===== src/rtl/tbus_arbiter.sv =====
// Round-robin owner arbiter for a shared tristate bus: one-hot registered
// enables, a hold limit per tenure, and an all-off turnaround between tenures.
module tbus_arbiter #(
    parameter int N        = 4,
    parameter int MAX_HOLD = 8,
    parameter int TURN_CYC = 1
) (
    input  logic                 clk,
    input  logic                 reset,
    input  logic [N-1:0]         req,
    output logic [N-1:0]         gnt,
    output logic [N-1:0]         en,
    output logic [$clog2(N)-1:0] owner,
    output logic                 busy
);

    localparam int PW = $clog2(N);

    typedef enum logic [1:0] {IDLE, DRIVE, TURN} state_t;

    state_t          state_q;
    logic [PW-1:0]   ptr_q;
    logic [7:0]      hold_q;
    logic [2:0]      turn_q;
    logic [N-1:0]    gnt_q;
    logic [N-1:0]    en_q;
    logic [PW-1:0]   owner_q;
    logic            busy_q;

    logic            win_found_d;
    logic [PW-1:0]   win_idx_d;
    logic [N-1:0]    win_oh_d;
    logic [PW-1:0]   ptr_d;
    logic            grant_d;

    // Two passes give the search order ptr..N-1 then 0..ptr-1 without a modulo.
    always_comb begin
        // NOTE: every combinational output gets a default first so no latch is inferred.
        win_found_d = 1'b0;
        win_idx_d   = '0;
        win_oh_d    = '0;
        for (int i = 0; i < N; i++) begin
            if (!win_found_d && i >= int'(ptr_q) && req[i]) begin
                win_found_d = 1'b1;
                win_idx_d   = PW'(i);
            end
        end
        for (int i = 0; i < N; i++) begin
            if (!win_found_d && req[i]) begin
                win_found_d = 1'b1;
                win_idx_d   = PW'(i);
            end
        end
        win_oh_d[win_idx_d] = 1'b1;

        ptr_d   = (owner_q == PW'(N - 1)) ? '0 : owner_q + 1'b1;
        grant_d = win_found_d &&
                  ((state_q == IDLE) || (state_q == TURN && turn_q == 3'(TURN_CYC)));
    end

    always_ff @(posedge clk) begin
        if (reset) begin
            state_q <= IDLE;
            ptr_q   <= '0;
            hold_q  <= '0;
            turn_q  <= '0;
            gnt_q   <= '0;
            en_q    <= '0;
            owner_q <= '0;
            busy_q  <= 1'b0;
        end else begin
            // NOTE: non-blocking assignments keep every register reading pre-edge values.
            case (state_q)
                IDLE: begin
                    hold_q <= '0;
                end
                DRIVE: begin
                    if (!req[owner_q] || hold_q == 8'(MAX_HOLD)) begin
                        state_q <= TURN;
                        ptr_q   <= ptr_d;
                        hold_q  <= '0;
                        turn_q  <= 3'd1;
                        gnt_q   <= '0;
                        en_q    <= '0;
                        busy_q  <= 1'b0;
                    end else begin
                        hold_q <= hold_q + 8'd1;
                    end
                end
                TURN: begin
                    if (turn_q == 3'(TURN_CYC)) begin
                        state_q <= IDLE;
                        turn_q  <= '0;
                    end else begin
                        turn_q <= turn_q + 3'd1;
                    end
                end
                default: state_q <= IDLE;
            endcase

            // A new tenure overrides the IDLE fall-through taken at the end of TURN.
            if (grant_d) begin
                state_q <= DRIVE;
                hold_q  <= 8'd1;
                gnt_q   <= win_oh_d;
                en_q    <= win_oh_d;
                owner_q <= win_idx_d;
                busy_q  <= 1'b1;
            end
        end
    end

    assign gnt   = gnt_q;
    assign en    = en_q;
    assign owner = owner_q;
    assign busy  = busy_q;

endmodule


===== config.mk =====
export PLATFORM = sky130hd
export DESIGN_NAME = tbus_arbiter
export DESIGN_NICKNAME = d
export VERILOG_FILES = /design/src/rtl/tbus_arbiter.sv
export SDC_FILE = /design/constraint.sdc
export NUM_CORES = 1
export LEC_CHECK = 0
export CORE_MARGIN = 2
export CORE_UTILIZATION = 50
export DETAILED_ROUTE_END_ITERATION = 10
export PLACE_DENSITY_LB_ADDON = 0.2
export SETUP_SLACK_MARGIN = 0.05
export SYNTH_ARGS = -nofsm -noshare
export SYNTH_HDL_FRONTEND = slang
export SYNTH_SLANG_ARGS = --single-unit
export TNS_END_PERCENT = 30

===== constraint.sdc =====
create_clock -name clk -period 3.9 [get_ports clk]
set_input_delay 0.39 -clock clk [delete_from_list [all_inputs] [get_ports clk]]
set_output_delay 0.39 -clock clk [all_outputs]
set_load 0.01 [all_outputs]

==> results of run 1 <==
-- metal layers --
layer | vias up | routed length, um | global-route usage, %
met5 | - | 0 | 0
met4 | 0 | 34 | 8.77
met3 | 6 | 90 | 3.74
met2 | 31 | 1140 | 34.0
met1 | 513 | 1200 | 28.0
li1 | 530 | - | -
-- cells by family (layout without fill, tap and decap cells) --
kind of cell | after synthesis | after routing | share of synthesized area, %
AND/OR/NAND/NOR | 59 | 59 | 27.4
flip-flops | 22 | 22 | 38.3
adder cells (fa/ha/maj) | 3 | 3 | 3.26
buffers and inverters | 15 | 25 | 6.31
multiplexers | 3 | 3 | 3.70
AO/OA/AOI/OAI | 40 | 40 | 21.0
-- metrics by stage --
step	utilization (%)	power [mW]
3_5_place_dp	58.9	0.363
4_1_cts	61.3	0.537
2_1_floorplan	-	0.327
6_report	61.3	0.535
3_3_place_gp	58.9	0.360
5_1_grt	61.3	0.564
-- where the power goes --
group / switching [mW] / internal, mW / total (mW) / leakage (nW)
sequential: 0.0152 / 0.238 / 0.253 / 0.179
combinational: 0.0571 / 0.0488 / 0.106 / 0.270
clock: 0.0721 / 0.104 / 0.176 / 0.0279
-- critical path: stages (launching register included) --
cell and delay [ns]:
dfxtp_1 0.37, inv_1 0.07, ha_1 0.15, or4b_4 0.47, nor4b_4 0.37, o21ai_1 0.37
or3_1 0.41, a21oi_1 0.15
-- layout by cell type, fill, tap and decap left out, types with 2 or more instances in the layout --
cell | synthesis | final
nor3_1 | 5 | 5
mux2i_1 | 2 | 2
o21a_1 | 2 | 2
a311oi_1 | 2 | 2
and3_1 | 3 | 3
nand3_1 | 10 | 10
a21oi_1 | 20 | 20
nand2b_1 | 4 | 4
o21ai_0 | 2 | 2
a211oi_1 | 3 | 3
dfxtp_1 | 22 | 22
clkdlybuf4s50_1 | 0 | 16
or2_2 | 2 | 2
a31oi_1 | 5 | 5
nor2_1 | 11 | 11
or3_1 | 3 | 3
nand2_1 | 14 | 14
ha_1 | 3 | 3
clkbuf_4 | 0 | 3
inv_1 | 5 | 5
-- registers in the layout, indices dropped and copies added, names as in the netlist --
signal and flops:
turn_q 3, owner 2, busy 1, en 4, hold_q 8, ptr_q 2
state_q 2
-- layout make-up --
class	instances	share of cell area, %
timing repair buffer	16	11.9
inverter	5	1.40
sequential	22	32.8
clock inverter	1	2.23
clock buffer	3	1.68
tap	28	2.61
multi-input combinational	105	47.4
-- worst paths after layout --
path,start,end,cells after the start
worst max register to register,hold_q[0],ptr_q[0],7
worst max-delay path,hold_q[0],ptr_q[0],7
worst min-delay path,en[1],en[1],2
worst min register to register,en[1],en[1],2
==> results.sh, run 1 <==
export IMPL_synthArstFlopShare_pct=0
export IMPL_die_h_um=52.0
export IMPL_cts_max_path_buffers=2
export IMPL_setup_violations=0
export IMPL_yosysTopAreaCell="dfxtp_1"
export IMPL_rows=17
export IMPL_skew_ns=0.00794
export IMPL_max_cap_viol_count=0
export IMPL_syn_nets=151
export IMPL_required_ns=4.15
export IMPL_grt_max_degree=16
export IMPL_yosys_top_cells_count="dfxtp_1 (22), a21oi_1 (20), nand2_1 (14)"
export IMPL_io_buffer_count=16
export IMPL_fin_nets=162
export IMPL_setup_ws_ns=1.48
export IMPL_leakage_nw=0.477
export IMPL_grt_ovfl_total=0
export IMPL_period_minus_slack_ns=2.42
export IMPL_cts_tree="done"
export IMPL_die_area_sq_um=2700
export IMPL_drive_above_1_share_pct=6.58
export IMPL_place_gp_congestion=0.787
export IMPL_r2r_slack_ns=1.48
export IMPL_grt_pass1_wl_um=4360
export IMPL_cts_sinks=22
export IMPL_cts_clk_slew_worst_paths_ns=0.13
export IMPL_ys_seq_elements=22
export IMPL_drc=0
export IMPL_antennaDiodeCount=0
export IMPL_synth_warnings=0
export IMPL_critPathMaxFanout=11
export IMPL_powerDensity_nw_per_um2=398
export IMPL_synth_ff_type="dfxtp_1"
export IMPL_htree_levels=1
export IMPL_placed_area_sq_um=1290
export IMPL_numCtsBuffers=3
export IMPL_first_pass_iters=4
export IMPL_min_path_type="flop to flop"
export IMPL_worst_setup_path_start_kind="flop"
export IMPL_synth_yosys_seq_area_share_pct=38.3
export IMPL_slew_violations=0
export IMPL_synth_cell_types=35
export IMPL_synth_most_common_cell="dfxtp_1"
export IMPL_cts_root_buffer="clkbuf_4"
export IMPL_syn_inst=142
export IMPL_coreArea_sq_um=2190
export IMPL_cts_setup_buffers=0
export IMPL_grt_use_total_pct=21.2
export IMPL_synth_edf_count=0
export IMPL_totalWireLength_um=2460
export IMPL_irDropWorstVdd_uv=235
export IMPL_synth_top_area_share_pct=38.3
export IMPL_arrival_ns=2.66
export IMPL_timing_hold_ws_ns=0.492
export IMPL_hpwlAfterDp_um=1810
export IMPL_final_area_sq_um=1340
export IMPL_wl_per_cell_um=13.7
export IMPL_drtIter0Drc=20
export IMPL_dp_cells=176
export IMPL_seq_area_sq_um=440
export IMPL_fillCellCount=204
export IMPL_timing_final_crit_share_pct=62.0
export IMPL_hold_violations=0
export IMPL_multiInputGateArea_sq_um=637
export IMPL_setup_tns_ns=0
export IMPL_netlist_area_sq_um=1150
export IMPL_max_slew_margin_pct=46.0
export IMPL_num_vias=1080
export IMPL_grt_pass1_vias=995
export IMPL_critPathCaptureType="flop"
export IMPL_clk_latency_ns=0.31
export IMPL_syn_to_final_growth_pct=16.9
export IMPL_drt_vias_per_instance=6.00
export IMPL_cts_resized=0
export IMPL_die_w_um=52.0
export IMPL_status="complete, no violations"
export IMPL_max_clock_freq_mhz=414
export IMPL_finalNonFillerCells=180
export IMPL_cts_hold_buf=0
export IMPL_syn_avg_cell_area_sq_um=8.10
export IMPL_postRouteAntennaNets=0
export IMPL_initial_utilization_pct=52.5
export IMPL_rsz0062_at_grt="false"
export IMPL_tightest_slew_ns=0.805
export IMPL_synthTopCellsByArea="dfxtp_1 (38%), a21oi_1 (8.7%), nand2_1 (4.6%), nand3_1 (4.4%), nor2_1 (3.6%)"
export IMPL_place_ws_ns=1.47
export IMPL_antenna_found_initial=0
export IMPL_io_pins=17
export IMPL_worst_setup_path_type="flop to flop"
Note: power is estimated with default switching activity, not from simulation.
==> run 2, diff against run 1 <==
==> constraint.sdc (replaced) <==
create_clock -name clk -period 2.4 [get_ports clk]
set_input_delay 0.24 -clock clk [delete_from_list [all_inputs] [get_ports clk]]
set_output_delay 0.24 -clock clk [all_outputs]
set_load 0.01 [all_outputs]
==> run 2 against run 1 <==
  * Non-clock buffer count grew 3
  * Combinational power grew 71%
  * Highest routed layer unchanged
  * Final cell count grew 1.7%
  * Via count shrank 0.65%
  * Core utilization grew 0.46 points
  * Clock skew shrank 0.0052 ns
  * Global-route usage shrank 0.19 points
  * Die area is the same
  * Sequential power grew 63%
  * Critical path depth is the same
  * Largest cell class unchanged
  * Register-to-register slack lost 1.2 ns
==> results.sh, run 2 (synthesized netlist as in run 1, its figures left out) <==
export IMPL_place_gp_congestion=0.786
export IMPL_p_comb_share_pct=22.7
export IMPL_irDropWorstVdd_uv=361
export IMPL_grt_pass1_vias=926
export IMPL_drive_above_1_share_pct=9.03
export IMPL_netSwitchingPower_uw=232
export IMPL_leakage_nw=0.486
export IMPL_hpwlAfterDp_um=1900
export IMPL_max_slew_margin_pct=51.4
export IMPL_worst_setup_path_start_kind="flop"
export IMPL_fillCellCount=206
export IMPL_p_clk_share_pct=25.5
export IMPL_num_vias=1073
export IMPL_cp_slowest_stage_delay_ns=0.47
export IMPL_cts_max_path_buffers=2
export IMPL_antennaDiodeCount=0
export IMPL_die_h_um=52.0
export IMPL_max_cap_viol_count=0
export IMPL_status="complete, no violations"
export IMPL_max_clock_freq_mhz=466
export IMPL_hold_violations=0
export IMPL_totalWireLength_um=2570
export IMPL_top_register="hold_q"
export IMPL_power_total_uw=795
export IMPL_final_cell_mix="dfxtp_1 (22), a21oi_1 (20), clkdlybuf4s50_1 (16)"
export IMPL_drtIter0Drc=36
export IMPL_grt_max_degree=16
export IMPL_skew_ns=0.00277
export IMPL_drt_vias_per_instance=5.86
export IMPL_wl_per_cell_um=14.0
export IMPL_r2r_slack_ns=0.25
export IMPL_largest_register_ffs=8
export IMPL_initial_utilization_pct=52.5
export IMPL_critPathMaxFanout=11
export IMPL_min_path_type="flop to flop"
export IMPL_cts_sinks=22
export IMPL_grt_pass1_wl_um=4250
export IMPL_postRouteAntennaNets=0
export IMPL_htree_levels=1
export IMPL_grt_use_total_pct=21.1
export IMPL_timing_final_crit_share_pct=89.5
export IMPL_arrival_ns=2.38
export IMPL_first_pass_iters=4
export IMPL_grt_ovfl_total=0
export IMPL_timing_hold_ws_ns=0.489
export IMPL_die_w_um=52.0
export IMPL_powerDensity_nw_per_um2=587
export IMPL_tightest_slew_ns=0.724
export IMPL_rows=17
export IMPL_layout_commonest_cell="dfxtp_1"
export IMPL_cts_tree="done"
export IMPL_post_route_util_pct=61.8
export IMPL_clk_latency_ns=0.30
export IMPL_power_internal_uw=563
export IMPL_worst_setup_path_type="flop to flop"
export IMPL_fin_nets=165
export IMPL_required_ns=2.64
export IMPL_io_pins=17
export IMPL_cts_clk_slew_worst_paths_ns=0.12
export IMPL_rsz0062_at_grt="false"
export IMPL_die_area_sq_um=2700
export IMPL_critPathCaptureType="flop"
export IMPL_crit_path_cell_trace="inv_1 -> ha_1 -> or4b_4 -> nor4b_4 -> o21ai_2 -> or3_1 -> a21oi_1"
export IMPL_antenna_found_initial=0
export IMPL_io_buffer_count=16
export IMPL_period_minus_slack_ns=2.15
export IMPL_cts_root_buffer="clkbuf_4"
export IMPL_numCtsBuffers=3
export IMPL_syn_to_final_growth_pct=17.7
export IMPL_setup_violations=0
export IMPL_drc=0
export IMPL_netSwitchingFraction_pct=29.2
export IMPL_setup_tns_ns=0
export IMPL_slew_violations=0
export IMPL_coreArea_sq_um=2190
export IMPL_pwr_share_seq_pct=51.8
export IMPL_cp_slowest_cell="or4b_4"
export IMPL_cts_setup_buffers=0
-- run 2: cell types whose count changed in the layout (fill, tap and decap cells not counted) --
cell,change
o21ai_2,+1
buf_4,+3
clkbuf_8,+1
o21ai_1,-1
bufinv_16,-1
-- run 2: worst max-delay path: cells and delay by family, from the launching register on --
kind,cells,cell delay [ns]
buffers and inverters,1,0.06
and+or+nand+nor,3,1.13
DFF,1,0.36
AOI/OAI and AO/OA,2,0.39
adders and majority gates,1,0.14
-- run 2: stage by stage --
stage          instances  setup WS (ns)  cell area (sq um)
3_5_place_dp         179         0.0706               1310
6_report             183          0.252               1350
2_1_floorplan        142          0.527               1150
4_1_cts              183          0.100               1350
5_1_grt              183          0.170               1350
3_3_place_gp         179          0.195               1310
-- run 2: what timing repair did --
action,in CTS,in global routing
gates resized for setup,0,1
setup endpoints to repair,0,1
hold buffers,0,0
-- run 2: worst paths after layout --
| check | end | startpoint | cells past startpoint |
|---|---|---|---|
| worst max register to register | ptr_q[0] | hold_q[0] | 7 |
| worst min register to register | en[1] | en[1] | 2 |
| worst min-delay path | en[1] | en[1] | 2 |
| worst max-delay path | ptr_q[0] | hold_q[0] | 7 |
-- run 2: area by class of cell --
cell class | instances | area, sq um | share of cell area (%)
Sequential cell | 22 | 440 | 32.5
Inverter | 5 | 18.8 | 1.39
Clock buffer | 4 | 36.3 | 2.68
Multi-Input combinational cell | 105 | 641 | 47.3
Timing Repair Buffer | 19 | 183 | 13.5
Tap cell | 28 | 35.0 | 2.59
-- run 2: power groups by stage --
stage | combinational (mW) | clock, mW | sequential (mW)
CTS | 0.178 | 0.209 | 0.412
detailed placement | 0.177 | 0 | 0.419
finish | 0.181 | 0.202 | 0.412
global route | 0.199 | 0.222 | 0.416
global placement | 0.172 | 0 | 0.418
floorplan | 0.114 | 0 | 0.416
-- run 2: layer usage --
metal	vias to the layer above	global-route usage (%)	wire length, um
met3	2	3.45	104
met5	-	0	0
met4	0	5.26	14
li1	542	-	-
met1	497	29.3	1200
met2	32	33.8	1250
